$ cat src/rtl/audio_clock_regeneration_receiver.sv
// ACR packet receiver: parses N/CTS packets and drives an N/CTS DDS audio clock enable.
// Optional ACR_SUBPACKET_CHECK_EN: require subpackets 1..3 to repeat subpacket 0 exactly.
module audio_clock_regeneration_receiver #(
    parameter int unsigned MAX_GAP = 64
) (
    input  logic        clk_pixel,
    input  logic        reset_n,
    input  logic        pkt_valid,
    input  logic        pkt_start,
    input  logic [7:0]  pkt_data,
    output logic        acr_valid,
    output logic [19:0] n_out,
    output logic [19:0] cts_out,
    output logic        acr_error,
    output logic        clk_audio_en
);
    localparam int unsigned IDX_W = 5;
    localparam int unsigned POS_W = 3;
    localparam int unsigned GAP_W = $clog2(MAX_GAP + 1);
    localparam int unsigned VAL_W = 20;
    localparam int unsigned ACC_W = 21;
    localparam logic [IDX_W-1:0] LAST_HDR_IDX = IDX_W'(2);
    localparam logic [IDX_W-1:0] SUB1_IDX     = IDX_W'(10);
    localparam logic [IDX_W-1:0] LAST_IDX     = IDX_W'(30);
    localparam logic [POS_W-1:0] LAST_POS     = POS_W'(6);
    localparam logic [GAP_W-1:0] GAP_LAST     = GAP_W'(MAX_GAP - 1);

    typedef enum logic [2:0] {IDLE, HEADER, SUB, SKIP, REPORT} state_t;

    state_t             state_q, state_d;
    logic [IDX_W-1:0]   idx_q, idx_d;
    logic [POS_W-1:0]   pos_q, pos_d;
    logic [GAP_W-1:0]   gap_q, gap_d;
    logic               bad_q, bad_d;
    logic [VAL_W-1:0]   n_cap_q, n_cap_d, cts_cap_q, cts_cap_d;
    logic               acr_valid_q, acr_valid_d, acr_error_q, acr_error_d;
    logic [VAL_W-1:0]   n_out_q, n_out_d, cts_out_q, cts_out_d;
    logic               active_q, active_d;
    logic [VAL_W-1:0]   dds_n_q, dds_n_d, dds_cts_q, dds_cts_d;
    logic [ACC_W-1:0]   acc_q, acc_d;
    logic               en_q, en_d;

    logic               start_c, in_pkt_c, gap_expire_c, last_c, range_ok_c, keep_c, en_step_c;
    logic [ACC_W-1:0]   sum_c, acc_step_c;

    assign start_c      = pkt_valid & pkt_start;
    assign in_pkt_c     = (state_q == HEADER) || (state_q == SUB);
    assign gap_expire_c = in_pkt_c && !pkt_valid && (gap_q == GAP_LAST);
    assign last_c       = (state_q == SUB) && pkt_valid && !pkt_start && (idx_q == LAST_IDX);
    assign range_ok_c   = (n_cap_q != '0) && (cts_cap_q != '0) && (n_cap_q < cts_cap_q);

`ifdef ACR_SUBPACKET_CHECK_EN
    // Byte expected at the current subpacket position, rebuilt from subpacket 0.
    logic [7:0] ref_byte_c;
    always_comb begin
        case (pos_q)
            3'd1:    ref_byte_c = {4'h0, cts_cap_q[19:16]};
            3'd2:    ref_byte_c = cts_cap_q[15:8];
            3'd3:    ref_byte_c = cts_cap_q[7:0];
            3'd4:    ref_byte_c = {4'h0, n_cap_q[19:16]};
            3'd5:    ref_byte_c = n_cap_q[15:8];
            3'd6:    ref_byte_c = n_cap_q[7:0];
            default: ref_byte_c = 8'h00;
        endcase
    end
`endif

    always_ff @(posedge clk_pixel) begin
        if (!reset_n) state_q <= IDLE;
        else          state_q <= state_d;
    end

    always_comb begin
        state_d = state_q;
        if (start_c) begin
            state_d = (pkt_data == 8'h01) ? HEADER : SKIP;
        end else begin
            case (state_q)
                HEADER: begin
                    if (pkt_valid && idx_q == LAST_HDR_IDX) state_d = SUB;
                    else if (gap_expire_c)                  state_d = IDLE;
                end
                SUB: begin
                    if (last_c)            state_d = REPORT;
                    else if (gap_expire_c) state_d = IDLE;
                end
                REPORT:  state_d = IDLE;
                default: state_d = state_q;
            endcase
        end
    end

    // Byte capture, packet checks and the report/abort pulses.
    always_comb begin
        idx_d       = idx_q;
        pos_d       = pos_q;
        gap_d       = gap_q;
        bad_d       = bad_q;
        n_cap_d     = n_cap_q;
        cts_cap_d   = cts_cap_q;
        acr_valid_d = 1'b0;
        acr_error_d = 1'b0;
        n_out_d     = n_out_q;
        cts_out_d   = cts_out_q;
        if (start_c) begin
            idx_d = IDX_W'(1);
            pos_d = '0;
            gap_d = '0;
            bad_d = 1'b0;
        end else if (in_pkt_c) begin
            if (pkt_valid) begin
                gap_d = '0;
                idx_d = idx_q + IDX_W'(1);
                if (state_q == SUB) begin
                    pos_d = (pos_q == LAST_POS) ? '0 : pos_q + POS_W'(1);
                    if (idx_q < SUB1_IDX) begin
                        case (pos_q)
                            3'd0: if (pkt_data != 8'h00) bad_d = 1'b1;
                            3'd1: begin
                                if (pkt_data[7:4] != 4'h0) bad_d = 1'b1;
                                cts_cap_d[19:16] = pkt_data[3:0];
                            end
                            3'd2: cts_cap_d[15:8] = pkt_data;
                            3'd3: cts_cap_d[7:0]  = pkt_data;
                            3'd4: begin
                                if (pkt_data[7:4] != 4'h0) bad_d = 1'b1;
                                n_cap_d[19:16] = pkt_data[3:0];
                            end
                            3'd5: n_cap_d[15:8] = pkt_data;
                            3'd6: n_cap_d[7:0]  = pkt_data;
                            default: bad_d = bad_q;
                        endcase
                    end
`ifdef ACR_SUBPACKET_CHECK_EN
                    else if (pkt_data != ref_byte_c) begin
                        bad_d = 1'b1;
                    end
`endif
                end
                if (last_c) begin
                    acr_valid_d = ~bad_d & range_ok_c;
                    acr_error_d = ~acr_valid_d;
                    if (acr_valid_d) begin
                        n_out_d   = n_cap_q;
                        cts_out_d = cts_cap_q;
                    end
                end
            end else if (gap_expire_c) begin
                gap_d       = '0;
                acr_error_d = 1'b1;
            end else begin
                gap_d = gap_q + GAP_W'(1);
            end
        end
    end

    // One DDS step: acc < CTS and N < CTS keep the sum within 21 bits.
    always_comb begin
        sum_c = acc_q + ACC_W'(dds_n_q);
        if (sum_c >= ACC_W'(dds_cts_q)) begin
            acc_step_c = sum_c - ACC_W'(dds_cts_q);
            en_step_c  = 1'b1;
        end else begin
            acc_step_c = sum_c;
            en_step_c  = 1'b0;
        end
    end

    assign keep_c = active_q && (n_out_q == dds_n_q) && (cts_out_q == dds_cts_q);

    always_comb begin
        active_d  = active_q;
        dds_n_d   = dds_n_q;
        dds_cts_d = dds_cts_q;
        acc_d     = acc_q;
        en_d      = 1'b0;
        if (active_q) begin
            acc_d = acc_step_c;
            en_d  = en_step_c;
        end
        if (acr_valid_q) begin
            active_d  = 1'b1;
            dds_n_d   = n_out_q;
            dds_cts_d = cts_out_q;
            if (!keep_c) begin
                acc_d = '0;
                en_d  = 1'b0;
            end
        end
    end

    always_ff @(posedge clk_pixel) begin
        if (!reset_n) begin
            idx_q       <= '0;
            pos_q       <= '0;
            gap_q       <= '0;
            bad_q       <= 1'b0;
            n_cap_q     <= '0;
            cts_cap_q   <= '0;
            acr_valid_q <= 1'b0;
            acr_error_q <= 1'b0;
            n_out_q     <= '0;
            cts_out_q   <= '0;
            active_q    <= 1'b0;
            dds_n_q     <= '0;
            dds_cts_q   <= '0;
            acc_q       <= '0;
            en_q        <= 1'b0;
        end else begin
            idx_q       <= idx_d;
            pos_q       <= pos_d;
            gap_q       <= gap_d;
            bad_q       <= bad_d;
            n_cap_q     <= n_cap_d;
            cts_cap_q   <= cts_cap_d;
            acr_valid_q <= acr_valid_d;
            acr_error_q <= acr_error_d;
            n_out_q     <= n_out_d;
            cts_out_q   <= cts_out_d;
            active_q    <= active_d;
            dds_n_q     <= dds_n_d;
            dds_cts_q   <= dds_cts_d;
            acc_q       <= acc_d;
            en_q        <= en_d;
        end
    end

    assign acr_valid    = acr_valid_q;
    assign acr_error    = acr_error_q;
    assign n_out        = n_out_q;
    assign cts_out      = cts_out_q;
    assign clk_audio_en = en_q;
endmodule

$ cat config.mk
export PLATFORM = sky130hd
export DESIGN_NAME = audio_clock_regeneration_receiver
export DESIGN_NICKNAME = d
export VERILOG_FILES = /design/src/rtl/audio_clock_regeneration_receiver.sv
export SDC_FILE = /design/constraint.sdc
export NUM_CORES = 1
export LEC_CHECK = 0
export ABC_CLOCK_PERIOD_IN_PS = 9200
export CORE_MARGIN = 3
export CORE_UTILIZATION = 55
export DETAILED_ROUTE_END_ITERATION = 7
export PLACE_DENSITY = 0.74
export SLEW_MARGIN = 20
export SYNTH_ARGS = -nofsm -noshare
export SYNTH_HDL_FRONTEND = slang
export SYNTH_SLANG_ARGS = --single-unit
export TNS_END_PERCENT = 5
$ cat constraint.sdc
create_clock -name clk_pixel -period 9.2 [get_ports clk_pixel]
set_input_delay 0.92 -clock clk_pixel [delete_from_list [all_inputs] [get_ports clk_pixel]]
set_output_delay 0.92 -clock clk_pixel [all_outputs]
set_load 0.05 [all_outputs]
# ---- After elaboration in Yosys (flattened, before gate mapping)
# Index checks and enable logic that the tools add are counted.
dict set report classes {
  n_mux 31
  n_reduce_logical 35
  magnitude_cmp 3
  add_sub_neg 5
  n_eq_ne 15
  bitwise 9
}
# op n
set ops {}
lappend ops {{2-to-1 mux 21 bit} 4}
lappend ops {{equality test 20 bit} 2}
lappend ops {{nonzero test 20 bit} 2}
lappend ops {{AND reduction 6 bit} 6}
lappend ops {{adder 21 x 20 -> 21 bit} 1}
lappend ops {{greater-or-equal comparator 21 x 20 -> 1 bit} 1}
lappend ops {{subtractor 21 x 20 -> 21 bit} 1}
lappend ops {{less-than comparator 20 bit} 1}
lappend ops {{2-to-1 mux 1 bit} 17}
lappend ops {{2-to-1 mux 3 bit} 5}
lappend ops {{2-to-1 mux 7 bit} 2}
lappend ops {{equality test 3 bit (second input constant)} 4}
lappend ops {{logical AND 1 bit} 10}
lappend ops {{equality test 3 x 2 -> 1 bit (second input constant)} 3}
lappend ops {{case mux 3 bit (3 select lines)} 1}
lappend ops {{equality test 8 x 1 -> 1 bit (second input constant)} 1}
lappend ops {{nonzero test 4 bit} 2}
lappend ops {{nonzero test 8 bit} 1}
lappend ops {{adder 7 x 1 -> 7 bit (second input constant)} 1}
lappend ops {{equality test 7 x 6 -> 1 bit (second input constant)} 1}
lappend ops {{inverter 1 bit} 7}
lappend ops {{equality test 3 x 1 -> 1 bit (second input constant)} 2}
lappend ops {{adder 5 x 1 -> 5 bit (second input constant)} 1}
lappend ops {{equality test 5 x 2 -> 1 bit (second input constant)} 1}
lappend ops {{16 further kinds} 21}
dict set report totals {
  regBits 164
  wordCells 119
  inputBits 12
}

# ---- Logic depth before layout (Yosys ltp)
dict set report depth {
  depth_word 13
  ltp_mapped 20
}

# ---- Worst setup path after synthesis
# OpenSTA, ideal clock, no wires.
dict set report synth_path {
  path_kind {register -> register}
  from {register dds_n_q[0]}
  to {register acc_q[10]}
  t_arrival_ns 3.766
  stages_incl_launch_ff 20
  path_buffers 2
  setup_slack_ns 5.298
  setup_time_ns 0.136
  synth_period_minus_slack_ns 3.902
  path_cell_list {dfxtp_1 -> ha_1 -> inv_1 -> fa_1 -> nor2b_1 -> o31a_1 -> o21a_1 -> o21ai_0 -> a21oi_1 -> xor2_1 -> ha_1 -> a21o_1 -> o41ai_2 -> o41a_1 -> o21ai_1 -> and2_1 -> buf_2 -> buf_4 -> o21ai_0 -> a31oi_1}
}
dict set report synth_between {
  elab_chain_len 6
  elab_cells_between_ends 10
  cone_classes {add/sub: 2; order compare: 1; eq/ne: 1; mux: 4; reduce/logical: 2}
}
# element line_no
set synth_rtl {}
lappend synth_rtl {{start: declaration} 39} ;# logic [VAL_W-1:0] dds_n_q, dds_n_d, dds_cts_q, dds_cts_d;
lappend synth_rtl {{start signal: assignment} 221} ;# dds_n_q <= dds_n_d;
lappend synth_rtl {{adder 21 x 20 -> 21 bit} 159} ;# sum_c = acc_q + ACC_W'(dds_n_q);
lappend synth_rtl {{subtractor 21 x 20 -> 21 bit / greater-or-equal comparator 21 x 20 -> 1 bit (equally long branches)} {161, 160}}
lappend synth_rtl {{2-to-1 mux 21 bit} 160} ;# if (sum_c >= ACC_W'(dds_cts_q)) begin
lappend synth_rtl {{2-to-1 mux 21 bit} 177} ;# if (active_q) begin
lappend synth_rtl {{2-to-1 mux 21 bit} 185} ;# if (!keep_c) begin
lappend synth_rtl {{2-to-1 mux 21 bit *} 181} ;# if (acr_valid_q) begin
lappend synth_rtl {{end signal: assignment} 207} ;# acc_q <= '0;
lappend synth_rtl {{end signal: assignment} 223} ;# acc_q <= acc_d;
lappend synth_rtl {{end: declaration} 40} ;# logic [ACC_W-1:0] acc_q, acc_d;
# Every way passes the cells marked *; elsewhere a longest branch is shown, timed or not.
# A chain may end at the register's enable or synchronous reset.

# ---- Worst setup path after layout
dict set report layout_path {
  from {register dds_n_q[1]}
  to {register acc_q[20]}
}
# The elaborated chain is that of the path after synthesis.

==> impl_metrics.py <==
metrics = {
    "setup_path": {
        "slowest_delay_ps": 610,
        "crit_fanout": 23,
        "r2r-start": "dds_n_q[1]$_SDFFE_PN0P_",
        "cp-end-kind": "flop",
        "crit_buf_inv": 0,
        "worstPathArrival_ps": 5280,
        "crit_slowest_cell": "a2111o_1",
        "crit_chain": "ha_1, a211oi_1, o211ai_1, a21oi_1, o31ai_1, a21oi_1, xnor2_1, ha_1, nand3_1, o41a_1, o21ai_1, nand2_1, a2111o_1, a41oi_2",
        "startpoint": "dds_n_q[1]$_SDFFE_PN0P_",
        "worstPathRequired_ps": 9550,
        "path_class": "reg -> reg",
        "rrSetupSlack_ps": 4280,
        "r2r.worst_path.cells": 14,
        "rr_endpoint": "acc_q[20]$_SDFF_PN0_",
        "start_kind": "flop",
        "critical-path-top-delay-family": "compound AO/OA/AOI/OAI gates",
    },
    "yosys": {
        "syn_area_um2": 9474,
        "synth-seq-cells": 164,
        "avgSynthCellArea_um2": 8.132,
        "synthArstFlopShare_pct": 0,
        "yosysSeqAreaShare_pct": 34.65,
        "ys.flop_type": "dfxtp_1",
        "yosysWarnings": 0,
        "synth_edf_count": 0,
        "syn_inst": 1165,
        "post_synth_num_cell_types": 68,
        "syn_nets": 1242,
    },
    "detailed_routing": {
        "drc": 0,
        "vias_per_cell": 6.069,
        "wirelength_um": 25740,
        "vias": 8606,
        "drt-initial-drc-count": 768,
        "antenna_left": 0,
        "firstDrtPassIters": 5,
        "wl_per_cell_um": 18.15,
    },
    "die": {
        "chipHeight_um": 137.2,
        "boundaryPins": 55,
        "core_um2": 16700,
        "die_x_um": 137.2,
        "die_area_um2": 18840,
        "rows": 47,
        "floorplan.initialDensity_pct": 56.73,
    },
    "clock_network": {
        "cts_resized": 0,
        "clk_pin_slew_ps": 60,
        "ctsRootBufferMaster": "clkbuf_16",
        "clkSinkCount": 164,
        "cts_max_level": 4,
        "postCtsSetupBuffers": 0,
        "cts_tree": "yes",
        "clock_latency_ps": 430,
        "clock_path_buffers": 2,
        "hold_buffers": 0,
        "cts_buffers": 17,
    },
    "power_and_ir_drop": {
        "leakage_nw": 3.969,
        "pwr-share-clk_pct": 49.8,
        "intPower_w": 0.001162,
        "p_sw_share_pct": 22.60,
        "p_sw_w": 0.0003392,
        "finalPower_w": 0.001501,
        "seqPwrFrac_pct": 47.6,
        "powerDensity_nw_per_um2": 140.1,
        "combPwrFrac_pct": 2.7,
        "max-vdd-ir-drop_v": 0.0001522,
    },
    "sta": {
        "rsz0062_at_grt": "no",
        "worst_pin_slew_ps": 973.1,
        "post-route-period-util_pct": 53.53,
        "slew_headroom_pct": 33.45,
        "slew_violations": 0,
        "tns_ps": 0,
        "max_freq_ghz": 0.2031,
        "setup_viol": 0,
        "min_period_ps": 4925,
        "finalClockSkew_ps": 7.783,
        "hold_violations": 0,
    },
    "grt": {
        "overflow": 0,
        "track_usage_pct": 27.55,
        "grt_pass1_vias": 7696,
        "grt_pass1_wl_um": 40740,
        "antenna_found_initial": 0,
        "grt_max_degree": 87,
    },
    "layout": {
        "nFillCells": 1483,
        "layout_commonest_cell": "dfxtp_1",
        "fin_area_um2": 10710,
        "final_cell_mix": "dfxtp_1, nor2_1, o21ai_0, nand2_1, nand3_1",
        "area_growth_pct": 13.09,
        "antenna_cells": 0,
        "layout.nets": 1262,
        "drive_above_1_share_pct": 4.508,
    },
    "placed_design": {
        "placed_area_um2": 10100,
        "dp_hpwl_um": 18840,
        "port_buffers": 54,
        "gp_congestion": 0.9705,
    },
    "flow_run": {
        "cap_violations": 0,
    },
    "worst_hold_path": {
        "holdPathStages": 2,
        "whs_endpoint": "gap_q[1]$_SDFFE_PP0N_",
        "hp-start": "gap_q[1]$_SDFFE_PP0N_",
        "hp-class": "reg -> reg",
    },
    "status": {
        "outcome": "completed",
    },
}
[area by class of cell]
class | count | area (um^2) | share of cell area [%]
timing repair buffer | 59 | 573.1 | 5.349
inverter | 59 | 221.5 | 2.067
multi-input combinational | 884 | 5746 | 53.63
clock inverter | 12 | 167.7 | 1.565
clock buffer | 20 | 446.7 | 4.169
sequential | 164 | 3284 | 30.66
tap | 220 | 275.3 | 2.569
[worst register-to-register path: stages (launching register included)]
cell and delay [ps]:
dfxtp_1 340, ha_1 340, a211oi_1 430, o211ai_1 200, a21oi_1 440, o31ai_1 120
a21oi_1 180, xnor2_1 100, ha_1 400, nand3_1 160, o41a_1 490, o21ai_1 250
nand2_1 580, a2111o_1 620, a41oi_2 190
[stage by stage]
stage	utilization, %	hold WS (ps)	setup WS (ps)	instances
2_1_floorplan	-	438.1	5298	1165
3_5_place_dp	60.47	467.8	4532	1386
3_3_place_gp	60.47	459.5	4646	1386
6_report	64.15	477.5	4275	1418
4_1_cts	64.15	477.1	4426	1418
5_1_grt	64.15	508.0	4060	1418
[registers in the layout, indices dropped and copies added (netlist names)]
register	count
acc_q	21
cts_cap_q	20
cts_out	20
dds_cts_q	20
dds_n_q	20
n_cap_q	20
n_out	20
gap_q	7
idx_q	5
pos_q	3
state_q	3
acr_error	1
acr_valid	1
active_q	1
bad_q	1
clk_audio_en	1
[synth_stat cells, types with 3 or more instances]
cell / number / area, um^2
nand4_1: 19 / 118.9
nor3b_1: 4 / 30.03
ha_1: 63 / 788.3
nand3b_1: 4 / 30.03
o21a_1: 8 / 60.06
o2111ai_1: 3 / 26.28
or3_1: 4 / 25.02
a21oi_1: 68 / 340.3
inv_1: 58 / 217.7
a21o_1: 9 / 67.56
a31oi_1: 20 / 125.1
o21ai_0: 98 / 490.5
nor2b_1: 10 / 62.56
dfxtp_1: 164 / 3283
xnor2_1: 59 / 516.8
a211oi_1: 13 / 97.59
xor2_1: 11 / 96.34
nor2_1: 123 / 461.7
a21boi_0: 3 / 22.52
nand3_1: 80 / 400.4
o21bai_1: 4 / 30.03
mux2i_1: 69 / 690.7
o211ai_1: 5 / 37.54
and2_1: 3 / 18.77
nand2b_1: 7 / 43.79
buf_1: 4 / 15.01
buf_4: 3 / 22.52
nor3_1: 23 / 115.1
nand2_1: 93 / 349.1
nor4_1: 20 / 125.1
clkbuf_1: 43 / 161.4
o31ai_1: 7 / 52.55
a211o_1: 5 / 43.79
buf_2: 7 / 35.03
and3_1: 7 / 43.79
or2_2: 3 / 18.77
[worst max path at each step]
stage                           end  slack [ps]  depth (start not counted)
6_report       acc_q[20]$_SDFF_PN0_        4280                         14
4_1_cts        acc_q[20]$_SDFF_PN0_        4430                         14
3_3_place_gp   acc_q[20]$_SDFF_PN0_        4650                         14
3_5_place_dp   acc_q[20]$_SDFF_PN0_        4530                         14
2_1_floorplan  acc_q[10]$_SDFF_PN0_        5300                         19
5_1_grt        acc_q[20]$_SDFF_PN0_        4060                         17
[kinds of logic (layout without fill, tap and decap cells)]
family	count (synthesis)	in the layout	synth area share (%)
AOI/OAI and AO/OA	274	274	17.91
xor gates and xnor gates	70	70	6.471
adders and majority gates	65	65	8.743
buffers and inverters	117	150	4.860
DFF	164	164	34.65
muxes	69	69	7.290
and+or+nand+nor	406	406	20.07
[power by group through the flow]
stage	Combinational, W	Clock [W]	Sequential [W]
6_report	0.0000400	0.000747	0.000714
3_5_place_dp	0.0000393	0	0.000730
5_1_grt	0.0000437	0.000785	0.000714
3_3_place_gp	0.0000393	0	0.000730
2_1_floorplan	0.0000263	0	0.000729
4_1_cts	0.0000395	0.000754	0.000714
[layer usage]
layer  track usage (%)  vias up  part of all wire (%)
met3             4.821       45                   5.7
met2             45.80      286                    48
met4             8.259        0                   2.3
li1                  -     4198                     -
met1             36.70     4077                    44
met5                 0        -                     0
(Power assumes the default switching activity.)
